`config.mk`:
```
export PLATFORM = sky130hd
export DESIGN_NAME = trap_ctrl_nx
export DESIGN_NICKNAME = d
export VERILOG_FILES = /design/src/rtl/trap_ctrl_nx.sv
export SDC_FILE = /design/constraint.sdc
export NUM_CORES = 1
export LEC_CHECK = 0
export CAP_MARGIN = 20
export CORE_UTILIZATION = 35
export CTS_CLUSTER_SIZE = 25
export DETAILED_ROUTE_END_ITERATION = 8
export PLACE_DENSITY = 0.78
export SYNTH_ARGS = -nofsm -noshare
export SYNTH_HDL_FRONTEND = slang
export SYNTH_SLANG_ARGS = --single-unit
```
`constraint.sdc`:
```
create_clock -name clk -period 3.2 [get_ports clk]
set_clock_uncertainty 0.2 [all_clocks]
set_input_delay 0.64 -clock clk [delete_from_list [all_inputs] [get_ports clk]]
set_output_delay 0.64 -clock clk [all_outputs]
set_load 0.02 [all_outputs]
```
`src/rtl/trap_ctrl_nx.sv`:
```
// trap_ctrl_nx: machine-mode trap controller for the single-issue core.
// Sequences trap entry (mstatus/mepc/mcause/mtval writes, vector jump) and
// MRET exit over the one-port CSR bus, and keeps a small stack of trap
// records so nested external interrupts are completed in the correct order.
// Build option: define TRAP_MTVAL_EN to add the mtval write state (WTVL);
// without it the entry sequence goes WCAU -> JVEC and mtval is never written.
// CSR bus: csr_addr_o/csr_we_o/csr_wdata_o are decoded from the current state;
// csr_rdata_i returns the addressed CSR in the same cycle, and a write with
// csr_we_o=1 takes effect at the next rising clock edge.
module trap_ctrl_nx #(
  parameter int NUM_EXT_IRQ    = 31,
  parameter int CAUSE_EXT_BASE = 4,
  parameter int NEST_DEPTH     = 4,
  parameter int EXT_IDW        = $clog2(NUM_EXT_IRQ + 1)
) (
  input  logic               clk,
  input  logic               rst_n,
  input  logic [31:0]        csr_rdata_i,
  output logic [31:0]        csr_wdata_o,
  output logic               csr_we_o,
  output logic [11:0]        csr_addr_o,
  input  logic               inst_err_i,
  input  logic               mem_err_i,
  input  logic               tcmp_irq_i,
  input  logic               soft_irq_i,
  input  logic               ext_irq_valid_i,
  input  logic [EXT_IDW-1:0] ext_irq_id_i,
  output logic               ext_irq_ready_o,
  output logic               ext_cplet_o,
  output logic [EXT_IDW-1:0] ext_cplet_id_o,
  input  logic               mstatus_mie_i,
  input  logic               wfi_i,
  input  logic               mret_i,
  input  logic [31:0]        pc_i,
  input  logic [31:0]        inst_i,
  input  logic [31:0]        mem_addr_i,
  input  logic [31:0]        pc_n_i,
  output logic [31:0]        pc_n_o,
  output logic               trap_jump_o,
  output logic               trap_busy_o,
  output logic [3:0]         dbg_state_o
);

  localparam int SPW = $clog2(NEST_DEPTH + 1);

  localparam logic [11:0] CSR_MSTATUS = 12'h300;
  localparam logic [11:0] CSR_MTVEC   = 12'h305;
  localparam logic [11:0] CSR_MEPC    = 12'h341;
  localparam logic [11:0] CSR_MCAUSE  = 12'h342;
  localparam logic [11:0] CSR_MTVAL   = 12'h343;

  typedef enum logic [3:0] {
    S_IDLE, S_SWFI, S_CMIE, S_WEPC, S_WCAU, S_WTVL, S_JVEC, S_MRS, S_MRJ
  } state_e;

  state_e               state_q;
  logic [31:0]          cause_q;
  logic                 is_ext_q;
  logic [SPW-1:0]       sp_q;
  logic [7:0]           miss_q;
  logic                 stk_ext_q [NEST_DEPTH];
  logic [EXT_IDW-1:0]   stk_id_q  [NEST_DEPTH];
  logic                 cplet_q;
  logic [EXT_IDW-1:0]   cplet_id_q;

  logic                 exc, irq_raw, irq, enter, stack_full, detect;
  logic [31:0]          cause_d;
  logic                 is_ext_d;
  logic                 top_ext;
  logic [EXT_IDW-1:0]   top_id;
  logic [31:0]          vec_base, jvec_pc;

  assign exc        = inst_err_i | mem_err_i;
  assign irq_raw    = ext_irq_valid_i | tcmp_irq_i | soft_irq_i;
  assign stack_full = (sp_q == SPW'(NEST_DEPTH));
  assign irq        = irq_raw & mstatus_mie_i & ~stack_full;
  assign enter      = exc | irq;
  assign detect     = enter & ((state_q == S_IDLE) | (state_q == S_SWFI));

`ifdef TRAP_MTVAL_EN
  logic [31:0] mtval_q;

  // Capture the faulting value alongside the cause.
  always_ff @(posedge clk or negedge rst_n) begin
    if (!rst_n)      mtval_q <= '0;
    else if (detect) mtval_q <= inst_err_i ? inst_i : (mem_err_i ? mem_addr_i : 32'h0);
  end
`else
  logic unused_mtval_src;
  assign unused_mtval_src = ^{inst_i, mem_addr_i};
`endif

  // Cause selection: exception over external over timer over software.
  always_comb begin
    cause_d  = 32'h0000_0001;
    is_ext_d = 1'b0;
    if (exc) begin
      cause_d = 32'h0000_0001;
    end else if (ext_irq_valid_i) begin
      cause_d  = {1'b1, 31'(ext_irq_id_i) + 31'(CAUSE_EXT_BASE)};
      is_ext_d = 1'b1;
    end else if (tcmp_irq_i) begin
      cause_d = 32'h8000_0003;
    end else if (soft_irq_i) begin
      cause_d = 32'h8000_0002;
    end
  end

  // Read the newest trap record (entry sp_q-1).
  always_comb begin
    top_ext = 1'b0;
    top_id  = '0;
    for (int i = 0; i < NEST_DEPTH; i++) begin
      if (SPW'(i + 1) == sp_q) begin
        top_ext = stk_ext_q[i];
        top_id  = stk_id_q[i];
      end
    end
  end

  // Vector target; vectored mode only offsets interrupts.
  always_comb begin
    vec_base = {csr_rdata_i[31:2], 2'b00};
    jvec_pc  = vec_base;
    if (csr_rdata_i[1:0] == 2'b01 && cause_q[31])
      jvec_pc = vec_base + {cause_q[29:0], 2'b00};
  end

  // CSR bus and redirect outputs decoded from the current state.
  always_comb begin
    csr_addr_o      = 12'h000;
    csr_we_o        = 1'b0;
    csr_wdata_o     = 32'h0;
    pc_n_o          = pc_n_i;
    trap_jump_o     = 1'b0;
    ext_irq_ready_o = 1'b0;
    case (state_q)
      S_CMIE: begin
        csr_addr_o     = CSR_MSTATUS;
        csr_we_o       = 1'b1;
        csr_wdata_o    = csr_rdata_i;
        csr_wdata_o[7] = csr_rdata_i[3];
        csr_wdata_o[3] = 1'b0;
      end
      S_WEPC: begin
        csr_addr_o  = CSR_MEPC;
        csr_we_o    = 1'b1;
        csr_wdata_o = pc_i;
      end
      S_WCAU: begin
        csr_addr_o  = CSR_MCAUSE;
        csr_we_o    = 1'b1;
        csr_wdata_o = cause_q;
      end
`ifdef TRAP_MTVAL_EN
      S_WTVL: begin
        csr_addr_o  = CSR_MTVAL;
        csr_we_o    = 1'b1;
        csr_wdata_o = mtval_q;
      end
`endif
      S_JVEC: begin
        csr_addr_o      = CSR_MTVEC;
        pc_n_o          = jvec_pc;
        trap_jump_o     = 1'b1;
        ext_irq_ready_o = is_ext_q;
      end
      S_MRS: begin
        csr_addr_o     = CSR_MSTATUS;
        csr_we_o       = 1'b1;
        csr_wdata_o    = csr_rdata_i;
        csr_wdata_o[3] = csr_rdata_i[7];
        csr_wdata_o[7] = 1'b1;
      end
      S_MRJ: begin
        csr_addr_o  = CSR_MEPC;
        pc_n_o      = csr_rdata_i & ~32'h3;
        trap_jump_o = 1'b1;
      end
      default: ;
    endcase
  end

  // Stall while sequencing; in IDLE stall on anything about to start. Quiet in reset.
  assign trap_busy_o    = rst_n & ((state_q != S_IDLE) | enter | mret_i);
  assign ext_cplet_o    = cplet_q;
  assign ext_cplet_id_o = cplet_id_q;
  assign dbg_state_o    = state_q;

  // Trap FSM, cause latch, record stack, missed-record count, completion pulse.
  always_ff @(posedge clk or negedge rst_n) begin
    if (!rst_n) begin
      state_q    <= S_IDLE;
      cause_q    <= '0;
      is_ext_q   <= 1'b0;
      sp_q       <= '0;
      miss_q     <= '0;
      cplet_q    <= 1'b0;
      cplet_id_q <= '0;
      for (int i = 0; i < NEST_DEPTH; i++) begin
        stk_ext_q[i] <= 1'b0;
        stk_id_q[i]  <= '0;
      end
    end else begin
      cplet_q <= 1'b0;
      if (detect) begin
        cause_q  <= cause_d;
        is_ext_q <= is_ext_d;
      end
      case (state_q)
        S_IDLE: begin
          if (enter)       state_q <= S_CMIE;
          else if (mret_i) state_q <= S_MRS;
          else if (wfi_i)  state_q <= S_SWFI;
        end
        S_SWFI: begin
          if (enter)                           state_q <= S_CMIE;
          else if (irq_raw && !mstatus_mie_i)  state_q <= S_IDLE;
        end
        S_CMIE: state_q <= S_WEPC;
        S_WEPC: state_q <= S_WCAU;
`ifdef TRAP_MTVAL_EN
        S_WCAU: state_q <= S_WTVL;
        S_WTVL: state_q <= S_JVEC;
`else
        S_WCAU: state_q <= S_JVEC;
`endif
        S_JVEC: begin
          // A full stack can only be entered by an exception: count it instead of pushing.
          if (stack_full) begin
            if (miss_q != 8'hFF) miss_q <= miss_q + 8'd1;
          end else begin
            for (int i = 0; i < NEST_DEPTH; i++) begin
              if (SPW'(i) == sp_q) begin
                stk_ext_q[i] <= is_ext_q;
                stk_id_q[i]  <= ext_irq_id_i;
              end
            end
            sp_q <= sp_q + SPW'(1);
          end
          state_q <= S_IDLE;
        end
        S_MRS: state_q <= S_MRJ;
        S_MRJ: begin
          // Unrecorded (missed) entries unwind first, then real records.
          if (miss_q != 8'h00) begin
            miss_q <= miss_q - 8'd1;
          end else if (sp_q != '0) begin
            sp_q <= sp_q - SPW'(1);
            if (top_ext) begin
              cplet_q    <= 1'b1;
              cplet_id_q <= top_id;
            end
          end
          state_q <= S_IDLE;
        end
        default: state_q <= S_IDLE;
      endcase
    end
  end

endmodule

```
==> results by group, run 1 <==
Synth
  • Synth unique cells: between 70 and 80
  • Area leader, netlist: dfrtp_1
  • Synth top cells by count: nand2_1, dfrtp_1, nor2_1
  • Multiplexer share of the synthesized area: under 10%
  • Synth Area in XOR/XNOR: 2.12%
  • Top-count cell post-synth: nand2_1
  • Post-synthesis compound-gate area fraction: 26.6%
  • Yosys warns: 0
  • Post-synth EDFFs: 0
  • Synth Instances: about 530
  • Largest family of logic cells by synthesized area: compound AO/OA/AOI/OAI gates
  • Simple-gate share of the synthesized area: between 20% and 30%
  • Async S/R FF share, synth: 100%
  • Synthesized area: roughly 4500 sq um
  • Yosys reg bits: 53
  • Synth top area cells: dfrtp_1, mux2_2, ha_1, nand2_1, a22o_1
  • Top cell type's share of synthesized area: 29.2%
  • Avg Cell Area, Syn: roughly 8.5 sq um
  • Ys flop type: dfrtp_1
  • Sequential area share after synthesis: roughly 29%
  • Post-Synth Adder-Cell Area: just over 6%

Clock network
  • CTS Buf Count: 5
  • CTS Buffer Depth: 2
  • Root buffer cell: clkbuf_16
  • CTS Sinks: between 50 and 60
  • Later-pin clock latency in the skew report: a little under 0.3 ns
  • Hold-fix buffers, CTS: 0
  • H-tree Lvls: 2
  • CTS tree: yes
  • Clock slew at reported path FFs: about 0.070 ns

Placement
  • Placed Cells: between 900 and 1k
  • Hpwl dp: 14.1 mm
  • Placement Setup Slack: -1.31 ns
  • GP Congestion: 0.890
  • Port Buffer Count: just under 200

Floorplanning
  • Total die area: about 13000 sq um
  • Row cnt: 41
  • Top-Level Pins: ~270
  • Chip width: ~120 um
  • Chip height: 116 um
  • Core area: between 10000 and 15000 sq um
  • Initial core utilization: between 30 and 40%

Setup path
  • Crit. Startpoint: cause_q[0]
  • Worst setup SP type: flip-flop
  • Critical R2R Capture: miss_q[6]
  • WP data arrival: about 2.9 ns
  • Reg2Reg Setup Slack: around 0.15 ns
  • RR Startpoint: dbg_state_o[1]
  • FF-to-FF path depth: 11
  • Setup CP Type: flip-flop to output pin
  • Crit end category: output pin
  • Worst EP required: between 2 and 2.5 ns
  • Worst Path Max Fanout: 5

Worst hold path
  • HP Class: primary input to asynchronous set/reset pin

Timing
  • Final hold vios: 0
  • Crit share post-route: 116%
  • Min Hold Slack: just over 0.3 ns
  • Max-slew violations: 0
  • Final setup violation count: 24
  • RSZ-0062 raised after global routing: yes
  • Slew headroom: 56.4%
  • Fin crit period: 3.71 ns
  • PnR worst setup slack: -0.506 ns
  • Slew @ Worst Pin: 0.655 ns
  • Fmax achieved: 270 MHz

Detailed routing
  • Vias: approximately 5.6k
  • Remaining DRCs: 0
  • Initial DRC count: 430
  • Antenna-violating nets left: 0
  • Drt pass-1 iters: 7
  • WL per Instance: between 15 and 20 um
  • Routed wire length: between 15 and 20 mm
  • Vias/cell: about 5.7

Job
  • Max cap viols: 0

Cells and area
  • # diodes: 0
  • Area occupied by multi-input gates: roughly 3500 sq um
  • Fillcell total: a little over 1k
  • Layout Nets: 1019
  • Reg area: 1330 sq um
  • Layout Cells excl Fill: between 900 and 1k
  • Final core utilization: around 65%
  • Share of post-route cells with drive strength above 1: about a third
  • Area delta synth->final: 80.1%

Outcome
  • Status: complete, but fails checks
  • Failing checks: setup timing

GRT
  • Largest net degree at the start of global routing: between 50 and 60
  • First-pass GRT wire length: around 29 mm
  • All-Layer GR Usage: 27.8%
  • Vias in the first global route: 5484
  • Initial antenna violation count: 0
  • GRT overflow: 0

Power
  • Pwr Density: 693 nW/um^2
  • Leak Pwr: ~3.6 nW
  • Worst IR Drop VDD: just over 0.4 mV
==> kinds of logic after synthesis <==
logic type | Yosys count
buffers and inverters | 58
DFF | 53
adders and majority gates | 21
xor gates and xnor gates | 11
other | 1
AOI/OAI and AO/OA | 160
muxes | 33
and+or+nand+nor | 196
==> metal layers <==
layer  up-vias  GRT usage, %  share of wire [%]
met2       287          50.9                 50
met5         -             0                  0
met1      2706          33.8                 39
met4         0          7.18                3.1
li1       2587             -                  -
met3        59          4.45                7.3
==> flip-flops by register name (all words and copies together), names as in the netlist <==
name	count
ext_cplet_o	1
is_ext_q	1
cause_q	7
stk_ext_q	4
ext_cplet_id_o	5
sp_q	3
stk_id_q	20
dbg_state_o	4
miss_q	8
==> layout make-up <==
| cell class | instances | share of cell area (%) |
|---|---|---|
| Clock buffer | 5 | 1.53 |
| Inverter | 25 | 1.20 |
| Tap cell | 172 | 2.64 |
| Multi-Input combinational cell | 427 | 43.0 |
| Sequential cell | 53 | 16.3 |
| Clock inverter | 3 | 0.352 |
| Timing Repair Buffer | 311 | 35.0 |
==> power by group <==
group	switching (mW)	internal [mW]	leakage, nW
Clock	0.257	0.301	0.0767
Combinational	2.09	1.91	2.89
Sequential	0.184	0.918	0.670
==> how the worst max path moves through the flow <==
| stage | cells after the start | slack, ns | to |
|---|---|---|---|
| 3_5_place_dp | 11 | -1.31 | pc_n_o[22] |
| 4_1_cts | 11 | -0.44 | pc_n_o[28] |
| 2_1_floorplan | 9 | -0.09 | pc_n_o[22] |
| 6_report | 11 | -0.51 | pc_n_o[12] |
| 3_3_place_gp | 12 | -1.29 | pc_n_o[28] |
| 5_1_grt | 10 | -0.55 | pc_n_o[20] |
==> metrics by stage <==
| step | TNS (ns) | power [mW] | cell area, sq um |
|---|---|---|---|
| after global placement | -25.74 | 4.74 | 7350 |
| final | -5.77 | 5.66 | 8170 |
| after CTS | -4.40 | 5.52 | 7900 |
| after detailed placement | -26.31 | 4.83 | 7350 |
| after global routing | -6.90 | 5.97 | 8170 |
| after floorplan | -0.332 | 3.17 | 4610 |
==> worst max-delay path, stage by stage (launching register included) <==
cell and delay, ns:
dfrtp_2 0.42, ha_4 0.16, inv_2 0.03, fa_2 0.36
and2b_2 0.28, o21ai_4 0.08, a21bo_4 0.26, buf_4 0.16
a211oi_2 0.20, o21ai_1 0.09, a221o_1 0.38, buf_6 0.15
==> placed cells by master, fill, tap and decap left out, drive strengths merged, types with 9 or more instances in the layout <==
cell,instances
dlygate4sd2,18
dfrtp,53
a221o,15
a22oi,9
clkdlybuf4s50,133
mux2,31
o21ai,35
nand2,63
nor3,17
nand3,21
buf,149
a21oi,21
a22o,26
nor2,41
inv,26
ha,19
clkbuf,10
==> what timing repair did <==
| action | CTS | global route |
|---|---|---|
| pin swaps | 35 | 30 |
| setup endpoints to repair | 31 | 60 |
| buffers inserted | 17 | 6 |
| gates resized for setup | 215 | 73 |
| gates cloned | 1 | 0 |
Note: power is estimated with default switching activity, not from simulation.
==> run 2: changes to the inputs <==
- CORE_MARGIN: default -> 5
==> run 2 against run 1 <==
Against the previous run: the run still ends with setup timing left; total power increased by 1.0%; register-to-register slack improved by 0.11 ns; sequential power about the same; wire length increased by 1.4%; die area increased by 14%; first-iteration DRC count increased by 12%; critical path depth unchanged; sequential cell count unchanged; utilization decreased by 0.14 points; maximum frequency increased by 2.4%; hold slack got worse by 0.011 ns; clock power increased by 12%.
==> results by group, run 2 (synthesis gave the netlist of run 1 again) <==
Outcome
  • Status: complete, but fails checks
  • Failing checks: setup timing

Detailed routing
  • Vias/cell: 5.80 (+2.4%)
  • Routed wire length: 19.9 mm (+1.4%)
  • Remaining DRCs: 0 (unchanged)
  • WL per Instance: 19.9 um (+1.0%)
  • Drt pass-1 iters: 8 (+1)
  • Antenna-violating nets left: 0 (unchanged)
  • Vias: 5794 (+2.7%)
  • Initial DRC count: 480 (+12%)

Setup path
  • Critical R2R Capture: miss_q[6]
  • Reg2Reg Setup Slack: 0.26 ns (+0.11 ns)
  • RR Startpoint: dbg_state_o[1]
  • Worst setup SP type: primary input
  • Critical path depth: 11 (unchanged)
  • End point of the critical path: pc_n_o[22]
  • Slowest cell on the critical path: a221o_1
  • Worst path max stage delay: 0.37 ns (-0.05 ns)
  • WP data arrival: 2.78 ns (-0.09 ns)
  • Setup CP Type: primary input to output pin
  • Worst EP required: 2.36 ns (about the same)
  • CP Buf/Inv Count: 3 (unchanged)
  • Crit end category: output pin
  • Worst Path Max Fanout: 5 (unchanged)
  • FF-to-FF path depth: 11 (unchanged)
  • Crit. Startpoint: csr_rdata_i[2]
  • Critical-path cell list: buf_4 -> ha_4 -> inv_2 -> fa_2 -> and2b_2 -> o21ai_4 -> a21bo_4 -> a2111oi_4 -> o21ai_1 -> a221o_1 -> buf_6
  • Critical path's top delay family: compound AO/OA/AOI/OAI gates

Timing
  • RSZ-0062 raised after global routing: yes
  • Slew headroom: 55.5% (-0.86 points)
  • Slew @ Worst Pin: 0.661 ns (+0.00596 ns)
  • Final hold vios: 0 (unchanged)
  • Crit share post-route: 113% (-2.7 points)
  • Fmax achieved: 276 MHz (+2.4%)
  • Max-slew violations: 0 (unchanged)
  • Final setup violation count: 19 (-21%)
  • Fin crit period: 3.62 ns (-0.0859 ns)
  • PnR worst setup slack: -0.420 ns (+0.0859 ns)
  • Min Hold Slack: 0.298 ns (-0.0106 ns)

Floorplanning
  • Chip width: 124 um (+6.9%)
  • Core area: 12700 sq um (+0.41%)
  • Total die area: 15300 sq um (+14%)
  • Initial core utilization: 35.8% (-0.15 points)
  • Row cnt: 41 (unchanged)
  • Top-Level Pins: 265 (unchanged)
  • Chip height: 124 um (+6.9%)

Cells and area
  • Share of post-route cells with drive strength above 1: 32.8% (-1.1 points)
  • Layout Nets: 1022 (+0.29%)
  • # diodes: 0 (unchanged)
  • Max FFs per register: 20 (unchanged)
  • Most common cell after layout, fill and taps aside: clkdlybuf4s50_1
  • Final core utilization: 64.6% (-0.14 points)
  • Most frequent cells in the layout: clkdlybuf4s50_1, buf_4, nand2_1
  • Biggest register: stk_id_q
  • Fillcell total: 962 (-7.1%)
  • Layout Cells excl Fill: 999 (+0.30%)
  • Area delta synth->final: 80.4%
  • Largest registers: stk_id_q (20), miss_q (8), cause_q (7)

Worst hold path
  • HP Class: flip-flop to flip-flop

GRT
  • Largest net degree at the start of global routing: 54 (unchanged)
  • Vias in the first global route: 5713 (+4.2%)
  • First-pass GRT wire length: 28.4 mm (-1.6%)
  • All-Layer GR Usage: 23.1% (-4.7 points)
  • GRT overflow: 0 (unchanged)
  • Initial antenna violation count: 0 (unchanged)

Clock network
  • H-tree Lvls: 2 (unchanged)
  • Later-pin clock latency in the skew report: 0.30 ns (about the same)
  • CTS tree: yes
  • CTS Buf Count: 5 (unchanged)
  • CTS Sinks: 53 (unchanged)
  • Clock slew at reported path FFs: 0.07 ns (about the same)
  • CTS Buffer Depth: 2 (unchanged)
  • Hold-fix buffers, CTS: 0 (unchanged)
  • Root buffer cell: clkbuf_16

Power
  • Worst IR Drop VDD: 0.516 mV (+28%)
  • Leak Pwr: 3.65 nW (+0.25%)
  • Total power: 5.71 mW (+1.0%)
  • Pwr Density: 698 nW/um^2 (+0.82%)

Job
  • Max cap viols: 0 (unchanged)

Placement
  • Placed Cells: 973 (+0.41%)
  • GP Congestion: 0.910 (+2.3%)
  • Hpwl dp: 14.3 mm (+1.1%)
  • Port Buffer Count: 194 (unchanged)
-- run 2: final cells by class --
cell class | instances | area, sq um | share of cell area [%]
flip-flops and latches | 53 | 1330 | 16.2
inverters | 25 | 97.6 | 1.19
clock buffers | 5 | 125 | 1.53
clock inverters | 3 | 47.5 | 0.581
multi-input cells | 427 | 3450 | 42.2
repair buffers | 314 | 2910 | 35.6
well taps | 172 | 215 | 2.63
-- run 2: how the worst min path moves through the flow --
stage | startpoint | endpoint | cells past startpoint
finish | miss_q[7] | miss_q[7] | 1
global placement | miss_q[7] | miss_q[7] | 1
floorplan | rst_n | cause_q[0] | 0
detailed placement | miss_q[7] | miss_q[7] | 1
global route | miss_q[7] | miss_q[7] | 1
CTS | miss_q[7] | miss_q[7] | 1
-- run 2: power breakdown --
part	switching (mW)	total, mW	internal [mW]
sequential	0.183	1.10	0.918
clock	0.250	0.625	0.375
combinational	2.07	3.99	1.92
-- run 2: metrics by stage --
step / setup WS (ns) / setup TNS (ns) / instance area, sq um
2_1_floorplan: -0.0864 / -0.332 / 4610
3_3_place_gp: -1.26 / -28.03 / 7410
3_5_place_dp: -1.31 / -30.06 / 7410
4_1_cts: -0.390 / -3.81 / 7880
5_1_grt: -0.481 / -5.43 / 8180
6_report: -0.420 / -4.20 / 8180
-- run 2: metal layers --
metal	part of all wire (%)	GRT usage (%)	vias up
met5	0	0	-
met4	4.0	9.62	0
met3	8.9	4.04	78
met2	51	43.0	338
met1	36	25.8	2788
li1	-	-	2590
-- run 2: repair_timing --
action                                  CTS  global route
gates cloned                              1             0
pin swaps                                28            18
buffers inserted                         11             8
hold endpoints to repair                  0             0
resized for setup                       227            71
endpoints found under the setup margin   33            52
